[config.mk]
export PLATFORM = sky130hd
export DESIGN_NAME = sip_bitplane_feeder_flat
export DESIGN_NICKNAME = d
export VERILOG_FILES = /design/src/rtl/sip_bitplane_feeder_pkg.sv /design/src/rtl/sip_bitplane_feeder_if.sv /design/src/rtl/sip_bitplane_feeder_bitplane_select.sv /design/src/rtl/sip_bitplane_feeder.sv /design/src/flat_wrapper.sv
export SDC_FILE = /design/constraint.sdc
export NUM_CORES = 1
export LEC_CHECK = 0
export CAP_MARGIN = 20
export CORE_MARGIN = 5
export CORE_UTILIZATION = 40
export DETAILED_ROUTE_END_ITERATION = 8
export GPL_ROUTABILITY_DRIVEN = 0
export PLACE_DENSITY = 0.66
export SLEW_MARGIN = 10
export SYNTH_ARGS = -nofsm -noshare
export SYNTH_HDL_FRONTEND = slang
export SYNTH_SLANG_ARGS = --single-unit
export TNS_END_PERCENT = 30
[constraint.sdc]
create_clock -name i_CLK -period 14.21 [get_ports i_CLK]
set_input_delay 2.842 -clock i_CLK [delete_from_list [all_inputs] [get_ports i_CLK]]
set_output_delay 2.842 -clock i_CLK [all_outputs]
set_load 0.005 [all_outputs]
[src/rtl/sip_bitplane_feeder_pkg.sv]
// ---------------------------------------------------------------------------
// sip_bitplane_feeder_pkg
//   Shared constants, FSM encoding and small helper functions for the
//   bit-plane feeder of the sip_dot datapath.
//   N_DOT        lanes per dot product
//   MAX_ACT_BITS maximum activation precision per lane
//   MAX_WGT_BITS maximum weight precision per lane
//   BITS_SHIFT   width of the plane shift amount (a_idx + w_idx, max 6)
//   PREC_W       width of precision fields and plane indices (1..4 bits)
// ---------------------------------------------------------------------------
package sip_bitplane_feeder_pkg;

  localparam int N_DOT        = 32;
  localparam int MAX_ACT_BITS = 4;
  localparam int MAX_WGT_BITS = 4;
  localparam int BITS_SHIFT   = 3;
  localparam int PREC_W       = 2;

  localparam int ACT_VEC_W    = N_DOT * MAX_ACT_BITS;
  localparam int WGT_VEC_W    = N_DOT * MAX_WGT_BITS;

  localparam logic [PREC_W-1:0] IDX_ZERO = 2'd0;
  localparam logic [PREC_W-1:0] IDX_ONE  = 2'd1;

  typedef enum logic [0:0] {
    IDLE   = 1'b0,
    STREAM = 1'b1
  } feeder_state_e;

  // Shift applied downstream to a plane product; binary mode is never shifted.
  function automatic logic [BITS_SHIFT-1:0] beat_shift(
    input logic [PREC_W-1:0] a_idx,
    input logic [PREC_W-1:0] w_idx,
    input logic              bin
  );
    logic [BITS_SHIFT-1:0] s;
    if (bin) begin
      s = 3'd0;
    end else begin
      s = BITS_SHIFT'(a_idx) + BITS_SHIFT'(w_idx);
    end
    return s;
  endfunction

  // A plane carries negative weight when it is the MSB of a signed operand.
  function automatic logic is_sign_plane(
    input logic [PREC_W-1:0] idx,
    input logic [PREC_W-1:0] prec,
    input logic              is_signed,
    input logic              bin
  );
    return is_signed & ~bin & (idx == prec);
  endfunction

endpackage

[src/rtl/sip_bitplane_feeder_if.sv]
// ---------------------------------------------------------------------------
// sip_bitplane_feeder_if
//   Groups the upstream vector-pair handshake and the downstream plane-beat
//   handshake of the feeder.
//   master : feeder side (captures vector pairs, drives plane beats)
//   slave  : environment side (drives vector pairs, accepts plane beats)
//   Upstream  : i_valid/o_ready, i_Act_vec, i_Wgt_vec, i_act_prec, i_wgt_prec,
//               i_act_signed, i_wgt_signed, i_bin
//   Downstream: o_valid/i_ready, o_Act, o_Weight, o_SignI, o_SignW, o_bin,
//               o_shift, o_first, o_last
// ---------------------------------------------------------------------------
interface sip_bitplane_feeder_if;
  import sip_bitplane_feeder_pkg::*;

  // upstream vector pair
  logic                  i_valid;
  logic                  o_ready;
  logic [ACT_VEC_W-1:0]  i_Act_vec;
  logic [WGT_VEC_W-1:0]  i_Wgt_vec;
  logic [PREC_W-1:0]     i_act_prec;
  logic [PREC_W-1:0]     i_wgt_prec;
  logic                  i_act_signed;
  logic                  i_wgt_signed;
  logic                  i_bin;

  // downstream plane beats
  logic                  o_valid;
  logic                  i_ready;
  logic [N_DOT-1:0]      o_Act;
  logic [N_DOT-1:0]      o_Weight;
  logic                  o_SignI;
  logic                  o_SignW;
  logic                  o_bin;
  logic [BITS_SHIFT-1:0] o_shift;
  logic                  o_first;
  logic                  o_last;

  modport master (
    input  i_valid, i_Act_vec, i_Wgt_vec, i_act_prec, i_wgt_prec,
           i_act_signed, i_wgt_signed, i_bin, i_ready,
    output o_ready, o_valid, o_Act, o_Weight, o_SignI, o_SignW, o_bin,
           o_shift, o_first, o_last
  );

  modport slave (
    output i_valid, i_Act_vec, i_Wgt_vec, i_act_prec, i_wgt_prec,
           i_act_signed, i_wgt_signed, i_bin, i_ready,
    input  o_ready, o_valid, o_Act, o_Weight, o_SignI, o_SignW, o_bin,
           o_shift, o_first, o_last
  );

endinterface

[src/rtl/sip_bitplane_feeder_bitplane_select.sv]
// ---------------------------------------------------------------------------
// sip_bitplane_feeder_bitplane_select
//   Combinational plane extractor: from N_LANES packed lanes of LANE_BITS
//   each, returns bit idx_i of every lane as one N_LANES-wide plane.
//   vec_i   in  N_LANES*LANE_BITS  lane k at [LANE_BITS*k +: LANE_BITS]
//   idx_i   in  PREC_W             bit position to extract
//   plane_o out N_LANES            plane_o[k] = lane k bit idx_i
// ---------------------------------------------------------------------------
module sip_bitplane_feeder_bitplane_select
  import sip_bitplane_feeder_pkg::*;
#(
  parameter int N_LANES   = 32,
  parameter int LANE_BITS = 4
) (
  input  logic [N_LANES*LANE_BITS-1:0] vec_i,
  input  logic [PREC_W-1:0]            idx_i,
  output logic [N_LANES-1:0]           plane_o
);

  for (genvar k = 0; k < N_LANES; k++) begin : g_lane
    logic [LANE_BITS-1:0] lane_bits;
    assign lane_bits  = vec_i[k*LANE_BITS +: LANE_BITS];
    assign plane_o[k] = lane_bits[idx_i];
  end

endmodule

[src/rtl/sip_bitplane_feeder.sv]
// ---------------------------------------------------------------------------
// sip_bitplane_feeder
//   Transmit side of the sip_dot datapath. Captures one packed activation /
//   weight vector pair per upstream handshake and replays it as a sequence of
//   1-bit planes, weight index outer and activation index inner, each tagged
//   with sign flags, binary flag, shift amount and first/last markers.
//   i_CLK  in  clock
//   i_RST  in  asynchronous active-high reset
//   bus    master modport of sip_bitplane_feeder_if (both handshakes)
//   All beat outputs are registered; o_ready is formed from registered state
//   and the downstream i_ready so that a new pair can be captured on the very
//   cycle the last beat of the previous pair is accepted.
// ---------------------------------------------------------------------------
module sip_bitplane_feeder
  import sip_bitplane_feeder_pkg::*;
(
  input  logic              i_CLK,
  input  logic              i_RST,
  sip_bitplane_feeder_if.master bus
);

  // FSM
  feeder_state_e state_q, state_d;

  // Goes high on the first clock after reset so o_ready stays low in reset.
  logic ready_en_q;

  // Captured vector pair and its controls
  logic [ACT_VEC_W-1:0] act_q, act_d;
  logic [WGT_VEC_W-1:0] wgt_q, wgt_d;
  logic [PREC_W-1:0]    act_prec_q, act_prec_d;
  logic [PREC_W-1:0]    wgt_prec_q, wgt_prec_d;
  logic                 act_sgn_q, act_sgn_d;
  logic                 wgt_sgn_q, wgt_sgn_d;
  logic                 bin_q, bin_d;

  // Plane indices of the beat on the outputs
  logic [PREC_W-1:0]    a_idx_q, a_idx_d;
  logic [PREC_W-1:0]    w_idx_q, w_idx_d;

  // Registered beat outputs
  logic                  valid_q, valid_d;
  logic [N_DOT-1:0]      act_plane_q, act_plane_d;
  logic [N_DOT-1:0]      wgt_plane_q, wgt_plane_d;
  logic                  sign_i_q, sign_i_d;
  logic                  sign_w_q, sign_w_d;
  logic                  bin_out_q, bin_out_d;
  logic [BITS_SHIFT-1:0] shift_q, shift_d;
  logic                  first_q, first_d;
  logic                  last_q, last_d;

  // Handshake qualifiers
  logic             ready;
  logic             capture;
  logic             beat_accept;
  logic [N_DOT-1:0] act_sel;
  logic [N_DOT-1:0] wgt_sel;

  assign ready       = ((state_q == IDLE) & ready_en_q) |
                       ((state_q == STREAM) & last_q & bus.i_ready);
  assign capture     = bus.i_valid & ready;
  assign beat_accept = valid_q & bus.i_ready;

  // Planes are selected from next-cycle data so the output registers load
  // the upcoming beat directly (this also covers the zero-gap capture case).
  sip_bitplane_feeder_bitplane_select #(
    .N_LANES   (N_DOT),
    .LANE_BITS (MAX_ACT_BITS)
  ) u_act_sel (
    .vec_i   (act_d),
    .idx_i   (a_idx_d),
    .plane_o (act_sel)
  );

  sip_bitplane_feeder_bitplane_select #(
    .N_LANES   (N_DOT),
    .LANE_BITS (MAX_WGT_BITS)
  ) u_wgt_sel (
    .vec_i   (wgt_d),
    .idx_i   (w_idx_d),
    .plane_o (wgt_sel)
  );

  // FSM next-state: a capture always (re)starts streaming, the last accepted
  // beat without a capture returns to IDLE.
  always_comb begin
    state_d = state_q;
    case (state_q)
      IDLE: begin
        if (capture) begin
          state_d = STREAM;
        end else begin
          state_d = IDLE;
        end
      end
      STREAM: begin
        if (capture) begin
          state_d = STREAM;
        end else if (beat_accept && last_q) begin
          state_d = IDLE;
        end else begin
          state_d = STREAM;
        end
      end
      default: begin
        state_d = IDLE;
      end
    endcase
  end

  // Capture registers and plane index counters (activation index inner).
  always_comb begin
    act_d      = act_q;
    wgt_d      = wgt_q;
    act_prec_d = act_prec_q;
    wgt_prec_d = wgt_prec_q;
    act_sgn_d  = act_sgn_q;
    wgt_sgn_d  = wgt_sgn_q;
    bin_d      = bin_q;
    a_idx_d    = a_idx_q;
    w_idx_d    = w_idx_q;
    if (capture) begin
      act_d      = bus.i_Act_vec;
      wgt_d      = bus.i_Wgt_vec;
      act_prec_d = bus.i_act_prec;
      wgt_prec_d = bus.i_wgt_prec;
      act_sgn_d  = bus.i_act_signed;
      wgt_sgn_d  = bus.i_wgt_signed;
      bin_d      = bus.i_bin;
      a_idx_d    = IDX_ZERO;
      w_idx_d    = IDX_ZERO;
    end else if (beat_accept && !last_q) begin
      // Not the last beat, so a wrap of a_idx always leaves room in w_idx.
      if (a_idx_q == act_prec_q) begin
        a_idx_d = IDX_ZERO;
        w_idx_d = w_idx_q + IDX_ONE;
      end else begin
        a_idx_d = a_idx_q + IDX_ONE;
        w_idx_d = w_idx_q;
      end
    end else begin
      a_idx_d = a_idx_q;
      w_idx_d = w_idx_q;
    end
  end

  // Next values of the beat outputs; everything is zero outside STREAM.
  always_comb begin
    valid_d     = 1'b0;
    act_plane_d = '0;
    wgt_plane_d = '0;
    sign_i_d    = 1'b0;
    sign_w_d    = 1'b0;
    bin_out_d   = 1'b0;
    shift_d     = 3'd0;
    first_d     = 1'b0;
    last_d      = 1'b0;
    if (state_d == STREAM) begin
      valid_d     = 1'b1;
      act_plane_d = act_sel;
      wgt_plane_d = wgt_sel;
      sign_i_d    = is_sign_plane(a_idx_d, act_prec_d, act_sgn_d, bin_d);
      sign_w_d    = is_sign_plane(w_idx_d, wgt_prec_d, wgt_sgn_d, bin_d);
      bin_out_d   = bin_d;
      shift_d     = beat_shift(a_idx_d, w_idx_d, bin_d);
      first_d     = (a_idx_d == IDX_ZERO) && (w_idx_d == IDX_ZERO);
      last_d      = bin_d | ((a_idx_d == act_prec_d) && (w_idx_d == wgt_prec_d));
    end else begin
      valid_d     = 1'b0;
    end
  end

  // State, capture and output registers.
  always_ff @(posedge i_CLK or posedge i_RST) begin
    if (i_RST) begin
      state_q     <= IDLE;
      ready_en_q  <= 1'b0;
      act_q       <= '0;
      wgt_q       <= '0;
      act_prec_q  <= IDX_ZERO;
      wgt_prec_q  <= IDX_ZERO;
      act_sgn_q   <= 1'b0;
      wgt_sgn_q   <= 1'b0;
      bin_q       <= 1'b0;
      a_idx_q     <= IDX_ZERO;
      w_idx_q     <= IDX_ZERO;
      valid_q     <= 1'b0;
      act_plane_q <= '0;
      wgt_plane_q <= '0;
      sign_i_q    <= 1'b0;
      sign_w_q    <= 1'b0;
      bin_out_q   <= 1'b0;
      shift_q     <= 3'd0;
      first_q     <= 1'b0;
      last_q      <= 1'b0;
    end else begin
      state_q     <= state_d;
      ready_en_q  <= 1'b1;
      act_q       <= act_d;
      wgt_q       <= wgt_d;
      act_prec_q  <= act_prec_d;
      wgt_prec_q  <= wgt_prec_d;
      act_sgn_q   <= act_sgn_d;
      wgt_sgn_q   <= wgt_sgn_d;
      bin_q       <= bin_d;
      a_idx_q     <= a_idx_d;
      w_idx_q     <= w_idx_d;
      valid_q     <= valid_d;
      act_plane_q <= act_plane_d;
      wgt_plane_q <= wgt_plane_d;
      sign_i_q    <= sign_i_d;
      sign_w_q    <= sign_w_d;
      bin_out_q   <= bin_out_d;
      shift_q     <= shift_d;
      first_q     <= first_d;
      last_q      <= last_d;
    end
  end

  assign bus.o_ready  = ready;
  assign bus.o_valid  = valid_q;
  assign bus.o_Act    = act_plane_q;
  assign bus.o_Weight = wgt_plane_q;
  assign bus.o_SignI  = sign_i_q;
  assign bus.o_SignW  = sign_w_q;
  assign bus.o_bin    = bin_out_q;
  assign bus.o_shift  = shift_q;
  assign bus.o_first  = first_q;
  assign bus.o_last   = last_q;

endmodule

[src/flat_wrapper.sv]
// flat-port wrapper written by rule: the top's interface ports become plain ports
module sip_bitplane_feeder_flat import sip_bitplane_feeder_pkg::*;
  (i_CLK, i_RST, bus_i_valid, bus_i_Act_vec, bus_i_Wgt_vec, bus_i_act_prec, bus_i_wgt_prec, bus_i_act_signed, bus_i_wgt_signed, bus_i_bin, bus_i_ready, bus_o_ready, bus_o_valid, bus_o_Act, bus_o_Weight, bus_o_SignI, bus_o_SignW, bus_o_bin, bus_o_shift, bus_o_first, bus_o_last);
  sip_bitplane_feeder_if bus_i ();
  input  logic i_CLK;
  input  logic i_RST;
  input wire logic [$bits(bus_i.i_valid)-1:0] bus_i_valid;
  input wire logic [$bits(bus_i.i_Act_vec)-1:0] bus_i_Act_vec;
  input wire logic [$bits(bus_i.i_Wgt_vec)-1:0] bus_i_Wgt_vec;
  input wire logic [$bits(bus_i.i_act_prec)-1:0] bus_i_act_prec;
  input wire logic [$bits(bus_i.i_wgt_prec)-1:0] bus_i_wgt_prec;
  input wire logic [$bits(bus_i.i_act_signed)-1:0] bus_i_act_signed;
  input wire logic [$bits(bus_i.i_wgt_signed)-1:0] bus_i_wgt_signed;
  input wire logic [$bits(bus_i.i_bin)-1:0] bus_i_bin;
  input wire logic [$bits(bus_i.i_ready)-1:0] bus_i_ready;
  output wire logic [$bits(bus_i.o_ready)-1:0] bus_o_ready;
  output wire logic [$bits(bus_i.o_valid)-1:0] bus_o_valid;
  output wire logic [$bits(bus_i.o_Act)-1:0] bus_o_Act;
  output wire logic [$bits(bus_i.o_Weight)-1:0] bus_o_Weight;
  output wire logic [$bits(bus_i.o_SignI)-1:0] bus_o_SignI;
  output wire logic [$bits(bus_i.o_SignW)-1:0] bus_o_SignW;
  output wire logic [$bits(bus_i.o_bin)-1:0] bus_o_bin;
  output wire logic [$bits(bus_i.o_shift)-1:0] bus_o_shift;
  output wire logic [$bits(bus_i.o_first)-1:0] bus_o_first;
  output wire logic [$bits(bus_i.o_last)-1:0] bus_o_last;
  assign bus_i.i_valid = bus_i_valid;
  assign bus_i.i_Act_vec = bus_i_Act_vec;
  assign bus_i.i_Wgt_vec = bus_i_Wgt_vec;
  assign bus_i.i_act_prec = bus_i_act_prec;
  assign bus_i.i_wgt_prec = bus_i_wgt_prec;
  assign bus_i.i_act_signed = bus_i_act_signed;
  assign bus_i.i_wgt_signed = bus_i_wgt_signed;
  assign bus_i.i_bin = bus_i_bin;
  assign bus_i.i_ready = bus_i_ready;
  assign bus_o_ready = bus_i.o_ready;
  assign bus_o_valid = bus_i.o_valid;
  assign bus_o_Act = bus_i.o_Act;
  assign bus_o_Weight = bus_i.o_Weight;
  assign bus_o_SignI = bus_i.o_SignI;
  assign bus_o_SignW = bus_i.o_SignW;
  assign bus_o_bin = bus_i.o_bin;
  assign bus_o_shift = bus_i.o_shift;
  assign bus_o_first = bus_i.o_first;
  assign bus_o_last = bus_i.o_last;
  sip_bitplane_feeder u_core (.i_CLK(i_CLK), .i_RST(i_RST), .bus(bus_i));
endmodule
# [Word-level counts from Yosys, hierarchy flattened]
# Cells that the tools add are included.
[word_totals] latchBits=0 ff_bits=342 n_memories=0 ram_bits=0 out_inout_bits=74 romBits=0
[classes] n_reduce_logical=7 bitwise=13 muxes=155 multipliers=0 order_cmp=2 n_div=0 shifts=0 eq_ne=3 n_addsub=3
[op_table] cell="two-way mux 128 bit" n=2
[op_table] cell="binary-select mux 1 bit (select 2 bit)" n=64
[op_table] cell="two-way mux 1 bit" n=76
[op_table] cell="two-way mux 32 bit" n=2
[op_table] cell="two-way mux 2 bit" n=8
[op_table] cell="AND 1 bit" n=9
[op_table] cell="== test 2 bit" n=3
[op_table] cell="< comparator 2 x 3 -> 1 bit, second input constant" n=2
[op_table] cell="two-way mux 3 bit" n=2
[op_table] cell="adder 2 x 1 -> 2 bit, second input constant" n=2
[op_table] cell="logical AND 1 bit" n=4
[op_table] cell="logical NOT 2 bit" n=2
[op_table] cell="adder 2 x 2 -> 3 bit" n=1
[op_table] cell="inverter 1 bit" n=2
[op_table] cell="OR 1 bit" n=2
[op_table] cell="case mux 1 bit (2 select lines)" n=1
[op_table] cell="logical NOT 1 bit" n=1

# [Depth between registers and ports, before layout]
[depth] depth_word=9 depth_mapped=11

# [Cells and area by module]
# A second synthesis with hierarchy kept.
[unflattened] hier_cells=843 area_unflattened_um2=14196.1
[modules_own_cells] mod="sip_bitplane_feeder" area_each_um2=12567.1 seq_area_each_um2=8533.2 instances=1 cells_each=765
[modules_own_cells] mod="sip_bitplane_feeder_bitplane_select" area_each_um2=814.5 seq_area_each_um2=0.0 instances=2 cells_each=39

# [Worst setup path before layout]
# OpenSTA, ideal clock, no wires.
[synth_path] kind="input port to output port" start="input bus_i_ready" end="output bus_o_ready" n_path_buf=0 path_slack_ns=8.394 stages=2 arrival_time_ns=2.974 path_cell_list="nand3_1 -> o21ai_0"
[synth_between] elab_chain_cells=2
[synth_lines] item="start: declaration" line_no="flat_wrapper.sv:15" source="input wire logic [$bits(bus_i.i_ready)-1:0] bus_i_ready;"
[synth_lines] item="AND 1 bit" line_no="sip_bitplane_feeder.sv:60" source="((state_q == STREAM) & last_q & bus.i_ready);"
[synth_lines] item="OR 1 bit" line_no="sip_bitplane_feeder.sv:59" source="assign ready = ((state_q == IDLE) & ready_en_q) |"
[synth_lines] item="end: declaration" line_no="flat_wrapper.sv:16" source="output wire logic [$bits(bus_i.o_ready)-1:0] bus_o_ready;"
# Every way passes these cells.

# [Worst setup path in the final report]
# Same ends and word-level chain as after synthesis.

==> results.toml <==
[clocking]
htreeDepth = 2
cts_resized = 0
clock_latency_ns = 0.52
postCtsSetupBuffers = 0
clkSlewWorstSetupHoldPaths_ns = 0.05
hold_buffers = 0
root_buffer = "clkbuf_16"
clock-sinks = 341
cts_tree = "built"
clock_path_buffers = 3
cts_made_buffers = 38

[worst_setup_path]
path_class = "in -> out"
cp.arrival_ns = 4.32
critical_path_required_ns = 11.37
start_kind = "input port"
crit_path_end_kind = "output port"
critPathMaxFanout = 7

[synthesis]
synth.yosys.seq_area_share = 0.588
synth_area_leader_cell = "dfrtp_1"
ys_types = 52
yosysWarningCount = 0
postSynthAreaPerCell_um2 = 11.2
synth-async-reset-ratio = 1.00
synth_area_um2 = 14500
synthFlopType = "dfrtp_1"
netlist.area_leader.share = 0.588
synth_nets = 1561
synthCells = 1292
synth-seq-cells = 341
netlist_top_cells_area = "dfrtp_1 59%, nand2_1 10%, mux2_2 9.9%"
synth_edf_count = 0

[grt]
antenna_found_initial = 0
grt-ovfl-total = 0
grt_pass1_wl_mm = 65.0
first_global_vias = 11500
grt.total_usage = 0.197
grt_max_degree = 174

[final_layout]
n_antenna_cell = 0
layout-drive-gt1-share = 0.130
fillers = 3100
register_area_um2 = 8530
syn2layout_area_growth_pct = 33.6
multi_input_area_um2 = 5590
finish.utilization = 0.543
fin_nets = 1859

[sta]
finalSetupTns_ns = 0
period_share = 0.504
rsz0062_at_grt = "false"
setup_viol = 0
slew_violations = 0
slew_headroom = 0.323
finalHoldViolCount = 0
clock_skew_ns = 0.00999
max_freq_mhz = 140
finalCriticalPeriod_ns = 7.16
fin_hold_ws_ns = 0.465
max_slew.worst_pin.slew_ns = 1.02

[drt]
ant_nets = 0
via_per_inst = 5.29
wl_per_cell_um = 19.6
drt-total-wl_mm = 40.7
drt_first_iter_violations = 580
drc = 0
firstDrtPassIters = 5
vias = 11000

[worst_hold_path]
min_path_type = "reg -> reg"

[die]
start_util = 0.406
ios = 341
die_w_um = 201
rows = 69
core-area_um2 = 35700
die_area_um2 = 40200
die_y_um = 201

[pwr]
pwr_density_cell_nw_per_um2 = 218
power_mw = 4.24
ir_drop_v = 0.000129
p_leak_nw = 8.81

[place]
hpwlAfterDp_mm = 26.3
place.port_buffers = 340

[run_status]
status = "completed"

[job]
timing.max_cap.violations = 0
==> where the power goes <==
group | switching (mW) | leakage, nW | total (mW) | internal [mW]
Sequential | 0.161 | 4.19 | 1.59 | 1.43
Clock | 0.384 | 0.561 | 0.912 | 0.528
Combinational | 0.910 | 4.06 | 1.73 | 0.820
Total | 1.46 | 8.81 | 4.24 | 2.78
==> cell usage in the layout, fill, tap and decap left out, types with 4 or more instances in the layout <==
| master | count |
|---|---|
| a211oi_1 | 64 |
| a311oi_1 | 64 |
| buf_4 | 13 |
| clkbuf_1 | 12 |
| clkbuf_16 | 38 |
| clkdlybuf4s50_1 | 340 |
| clkinv_2 | 7 |
| dfrtp_1 | 341 |
| inv_1 | 7 |
| mux2_2 | 128 |
| mux2i_1 | 65 |
| nand2_1 | 397 |
| nand3_1 | 4 |
| o21a_1 | 34 |
| o22ai_1 | 32 |
==> area by class of cell <==
cell class | count | area share
flip-flops and latches | 341 | 0.440
multi-input cells | 844 | 0.288
repair buffers | 354 | 0.181
clock buffers | 53 | 0.0535
well taps | 461 | 0.0297
clock inverters | 11 | 0.00509
inverters | 11 | 0.00252
==> registers in the layout, summed over array words and instances (netlist names), 2 cells and up <==
| register | count |
|---|---|
| u_core.w_idx_q | 2 |
| u_core.bus.o_shift | 3 |
| u_core.bus.o_Act | 32 |
| u_core.bus.o_Weight | 32 |
| u_core.act_q | 128 |
| u_core.wgt_prec_q | 2 |
| u_core.wgt_q | 128 |
| u_core.a_idx_q | 2 |
| u_core.act_prec_q | 2 |
==> critical path: stages <==
cell and delay (ns):
clkdlybuf4s50_1 0.70, nand3_1 0.11, o21ai_0 0.12, clkdlybuf4s50_1 0.54
==> cells in the mapped netlist, drive strengths merged, types with 4 or more instances <==
| library cell | n |
|---|---|
| nand2 | 400 |
| dfrtp | 341 |
| mux2 | 129 |
| mux2i | 65 |
| a211oi | 64 |
| a311oi | 64 |
| buf | 53 |
| clkbuf | 43 |
| o21a | 35 |
| o22ai | 32 |
| inv | 11 |
| nor2 | 5 |
| nand3 | 4 |
| o21ai | 4 |
==> path summary, 6_finish.rpt <==
path,end,startpoint,slack (ns),cells past startpoint
hold / removal,u_core.act_q[88],u_core.act_q[88],0.46,2
min in group asynchronous,u_core.wgt_q[27],i_RST,2.83,2
setup reg to reg,u_core.bus.o_Weight[28],u_core.state_q,10.76,6
setup / recovery,bus_o_ready,bus_i_ready,7.05,4
hold reg to reg,u_core.act_q[88],u_core.act_q[88],0.46,2
max in group asynchronous,u_core.act_q[38],i_RST,9.88,3
==> cells by family after synthesis <==
| group | synth area share |
|---|---|
| and+or+nand+nor | 0.116 |
| DFF | 0.588 |
| AOI/OAI and AO/OA | 0.114 |
| muxes | 0.145 |
| buffers and inverters | 0.0324 |
| xor gates and xnor gates | 0.00233 |
| adders and majority gates | 0.00224 |
| other | 0.000258 |
==> per-layer routing <==
layer,part of all wire,vias to the layer above,global-route usage
li1,-,5124,-
met1,0.46,5433,0.282
met2,0.46,357,0.309
met3,0.059,61,0.0436
met4,0.020,0,0.0457
met5,0,-,0
==> metrics by stage <==
stage	instance area, um^2	setup WS, ns	cells
final	19400	7.05	2075
after global routing	19400	7.00	2075
after CTS	19400	7.06	2075
after detailed placement	18300	7.07	2011
after global placement	18300	7.07	2011
after floorplan	14500	1.92	1292
No activity file was read; power rests on OpenSTA's default activity.
==> RTL change 1 (config.mk and constraints unchanged) <==
`MAX_WGT_BITS`: 4 -> 3.
--- a/src/rtl/sip_bitplane_feeder_pkg.sv
+++ b/src/rtl/sip_bitplane_feeder_pkg.sv
@@ -12,7 +12,7 @@
 
   localparam int N_DOT        = 32;
   localparam int MAX_ACT_BITS = 4;
-  localparam int MAX_WGT_BITS = 4;
+  localparam int MAX_WGT_BITS = 3;
   localparam int BITS_SHIFT   = 3;
   localparam int PREC_W       = 2;
 
Interface: changed (resized bus_i_Wgt_vec); port bits go from 341 to 309. No check against the original RTL was run, so the function may have changed too.
==> RTL change 1 against the original RTL <==
- worst setup slack worse by 59 ps
- wire length shrank 2.3%
- cell count is 1.9% higher
- synthesized cell count grew 7.7%
- cell area decreased by 7.6%
- area after synthesis down 7.6%
- sequential cell count decreased by 32
- total power down 7.0%
- clock power decreased by 1%
- critical path type unchanged
==> RTL change 1: results <==
group,metric,value,unit
outcome,status,"completed",
floorplanning,coreArea,33400,um^2
placed_design,dp_hpwl,23.7,mm
logic_synthesis,synthXorXnorAreaFrac,0.326,%
routing,drcViolationCount,0,
global_route,grt_pass1_vias,11757,
cells_and_area,num-nets-final,1879,
routing,vias_per_cell,5.35,
cells_and_area,nFillCells,3034,
global_route,grt_max_degree,143,
global_route,track_usage,20.5,%
clock_tree,clock_latency,510,ps
logic_synthesis,syn_nets,1629,
cells_and_area,clk_share,6.34,%
cells_and_area,drive_gt1_share,6.96,%
global_route,antenna_found_initial,1,
cells_and_area,nMultiInputCombCells,958,
worst_setup_path,cpPeakStageDelay,610,ps
clock_tree,clockBufferDepth,3,
global_route,grt_pass1_wl,64.3,mm
worst_hold_path,min_from,"u_core.wgt_q[27]",
cells_and_area,n_clock_buffer,51,
worst_setup_path,endpoint,"bus_o_ready",
power,seq_power,0.00143,W
worst_hold_path,holdPathEnd,"u_core.wgt_q[27]",
logic_synthesis,ys_top_cells_by_count,"585 x nand2_1, 309 x dfrtp_1, 96 x a211oi_1, 96 x a311o_1, 65 x a21oi_1",
power,p_sw_share,36.1,%
logic_synthesis,synthMuxAreaShare,3.17,%
placed_design,post_dp_cell_area,16700,um^2
worst_setup_path,reg2reg_from,"u_core.state_q",
cells_and_area,buffers,324,
worst_setup_path,ff2ff_setup_slack,10780,ps
worst_setup_path,timing.rr.end,"u_core.bus.o_Act[22]",
logic_synthesis,synth_compound_area_share,15.9,%
clock_tree,cts_buffers,35,
cells_and_area,multi_input_area_share,29.0,%
logic_synthesis,synth.yosys.seq_area_share,57.6,%
power,leakagePower,8.12,nW
logic_synthesis,synth_adder_area_share,0.242,%
worst_setup_path,path_max_fanout,6,
power,ir_worst_vdd,0.000117,V
placed_design,port_buffers,308,
routing,drt-total-wl,39.8,mm
routing,drtIter0Drc,767,
worst_setup_path,critPathArrivalTime,4380,ps
sta,clock_skew,18.5,ps
logic_synthesis,yosys-top-cells-area,"dfrtp_1 58%, nand2_1 16%, a311o_1 7.2%",
cells_and_area,sh_seq_area,43.1,%
power,p_comb_share,41.0,%
cells_and_area,seq_cell_count,309,
==> RTL change 1: cell types whose count changed after synthesis, sizes merged, moves of 35 or more <==
cell,before,now
o21a,35,0
a311o,0,96
a311oi,64,0
a21oi,1,65
nand2,400,586
mux2i,65,2
mux2,129,36
==> RTL change 1: metrics by stage <==
stage / total power [W] / hold WS, ps / std cells / setup WS [ps]
finish: 0.00394 / 469 / 2114 / 6990
global route: 0.00422 / 485 / 2114 / 6920
CTS: 0.00398 / 471 / 2112 / 6970
detailed placement: 0.00305 / 457 / 2051 / 6980
global placement: 0.00301 / 451 / 2051 / 6950
floorplan: 0.00251 / 434 / 1392 / 2820
==> RTL change 1: tightest hold or removal path, delay by kind of cell (launching register included) <==
family / cells / cell delay, ps
flops: 1 / 320
simple gates: 2 / 120
==> RTL change 1: routing by layer <==
layer	global-route usage [%]	wire length, um
met1	29.5	18000
met2	31.6	18100
met3	5.46	2970
met4	4.56	747
met5	0	13
==> RTL change 2 (config.mk and constraints unchanged) <==
Made on the original files. Make the reset (`i_RST`) synchronous in one clocked block. Comments in the files are not updated.
--- a/src/rtl/sip_bitplane_feeder.sv
+++ b/src/rtl/sip_bitplane_feeder.sv
@@ -171,7 +171,7 @@
   end
 
   // State, capture and output registers.
-  always_ff @(posedge i_CLK or posedge i_RST) begin
+  always_ff @(posedge i_CLK) begin
     if (i_RST) begin
       state_q     <= IDLE;
       ready_en_q  <= 1'b0;
Formal check against the unedited RTL: differs if i_RST is asserted again (counterexample within 4 cycles, from zero or initial values and one cycle with i_RST high); with i_RST held inactive, the same outputs for 4 cycles.
==> RTL change 2 against the original RTL <==
- global-route usage rose by 2.1 points
- sequential cell count did not move
- via count rose by 25%
- non-clock buffer count rose by 4
- area after synthesis fell by 0.53%
- worst setup slack got worse by 18 ps
- wire length rose by 14%
- cell area fell by 1.5%
- clock skew rose by 12 ps
- critical path type unchanged
Power is not compared: it rests on default switching activity, and its combinational part moved more than twofold at a synthesized area within 25%.
==> RTL change 2: results <==
group,metric,value,unit
placed_design,post_dp_cell_area,17900,um^2
worst_hold_path,holdPathEnd,"u_core.act_q[65]",
worst_setup_path,timing.rr.end,"u_core.bus.o_Act[3]",
outcome,status,"completed",
logic_synthesis,ys_top_cells_by_count,"519 x nand2_1, 341 x dfxtp_1, 258 x a21oi_1",
cells_and_area,drive_gt1_share,4.63,%
logic_synthesis,synth_compound_area_share,27.6,%
global_route,grt_max_degree,209,
cells_and_area,nMultiInputCombCells,1222,
logic_synthesis,synthMuxAreaShare,1.39,%
logic_synthesis,syn_nets,2042,
clock_tree,clock_latency,540,ps
routing,drtIter0Drc,933,
worst_setup_path,critPathArrivalTime,4340,ps
cells_and_area,seq_area,6830,um^2
logic_synthesis,async_flop_share,0,%
routing,vias,13739,
placed_design,dp_hpwl,28.6,mm
cells_and_area,design_area,19100,um^2
cells_and_area,buffers,358,
global_route,grt_pass1_wl,70.9,mm
global_route,antenna_found_initial,5,
cells_and_area,n_all_inverters,41,
sta,clock_skew,21.8,ps
logic_synthesis,synth_flop_cell,"dfxtp_1",
worst_setup_path,cpPeakStageDelay,740,ps
worst_setup_path,reg2reg_from,"u_core.bus.o_valid",
worst_setup_path,ff2ff_setup_slack,10230,ps
## RTL change 2: cell count changes after synthesis, sizes merged, moves of 81 or more
cell,change
a21oi,+257
dfrtp,-341
dfxtp,+341
mux2,-129
nand2,+121
a211oi,+81
## RTL change 2: how the worst max path moves through the flow
stage,slack [ps],from,endpoint,cells after the start
5_1_grt,6990,bus_i_ready,bus_o_ready,4
4_1_cts,7050,bus_i_ready,bus_o_ready,4
3_3_place_gp,7050,bus_i_ready,bus_o_ready,4
6_report,7030,bus_i_ready,bus_o_ready,4
2_1_floorplan,8200,bus_i_ready,bus_o_ready,3
3_5_place_dp,7060,bus_i_ready,bus_o_ready,4
## RTL change 2: stage by stage
step | total power [W] | cells | utilization, % | setup slack, ps | hold slack [ps]
6_report | 0.00229 | 2493 | 53.6 | 7030 | 452
5_1_grt | 0.00238 | 2492 | 53.6 | 6990 | 470
4_1_cts | 0.00231 | 2492 | 53.6 | 7050 | 454
3_5_place_dp | 0.00132 | 2423 | 50.1 | 7060 | 446
3_3_place_gp | 0.00132 | 2423 | 50.1 | 7050 | 441
2_1_floorplan | 0.00119 | 1773 | - | 8200 | 436
## RTL change 2: cells by family after synthesis
logic type,Yosys count
compound gates,583
xor+xnor,3
fa+ha+maj,2
buf+inv,210
flops,341
mux,20
simple gates,614
## RTL change 2: routing by layer
layer / GRT usage [%] / vias up / share of wire (%)
met1: 29.3 / 6515 / 43
met5: 0 / - / 0.15
met3: 5.47 / 69 / 8.4
met2: 35.6 / 496 / 47
li1: - / 6649 / -
met4: 5.28 / 10 / 1.8
## RTL change 2: power breakdown
group          switching (W)  internal, W
sequential         0.0000231      0.00100
combinational       0.000146     0.000135
clock               0.000398     0.000586
total               0.000567      0.00172
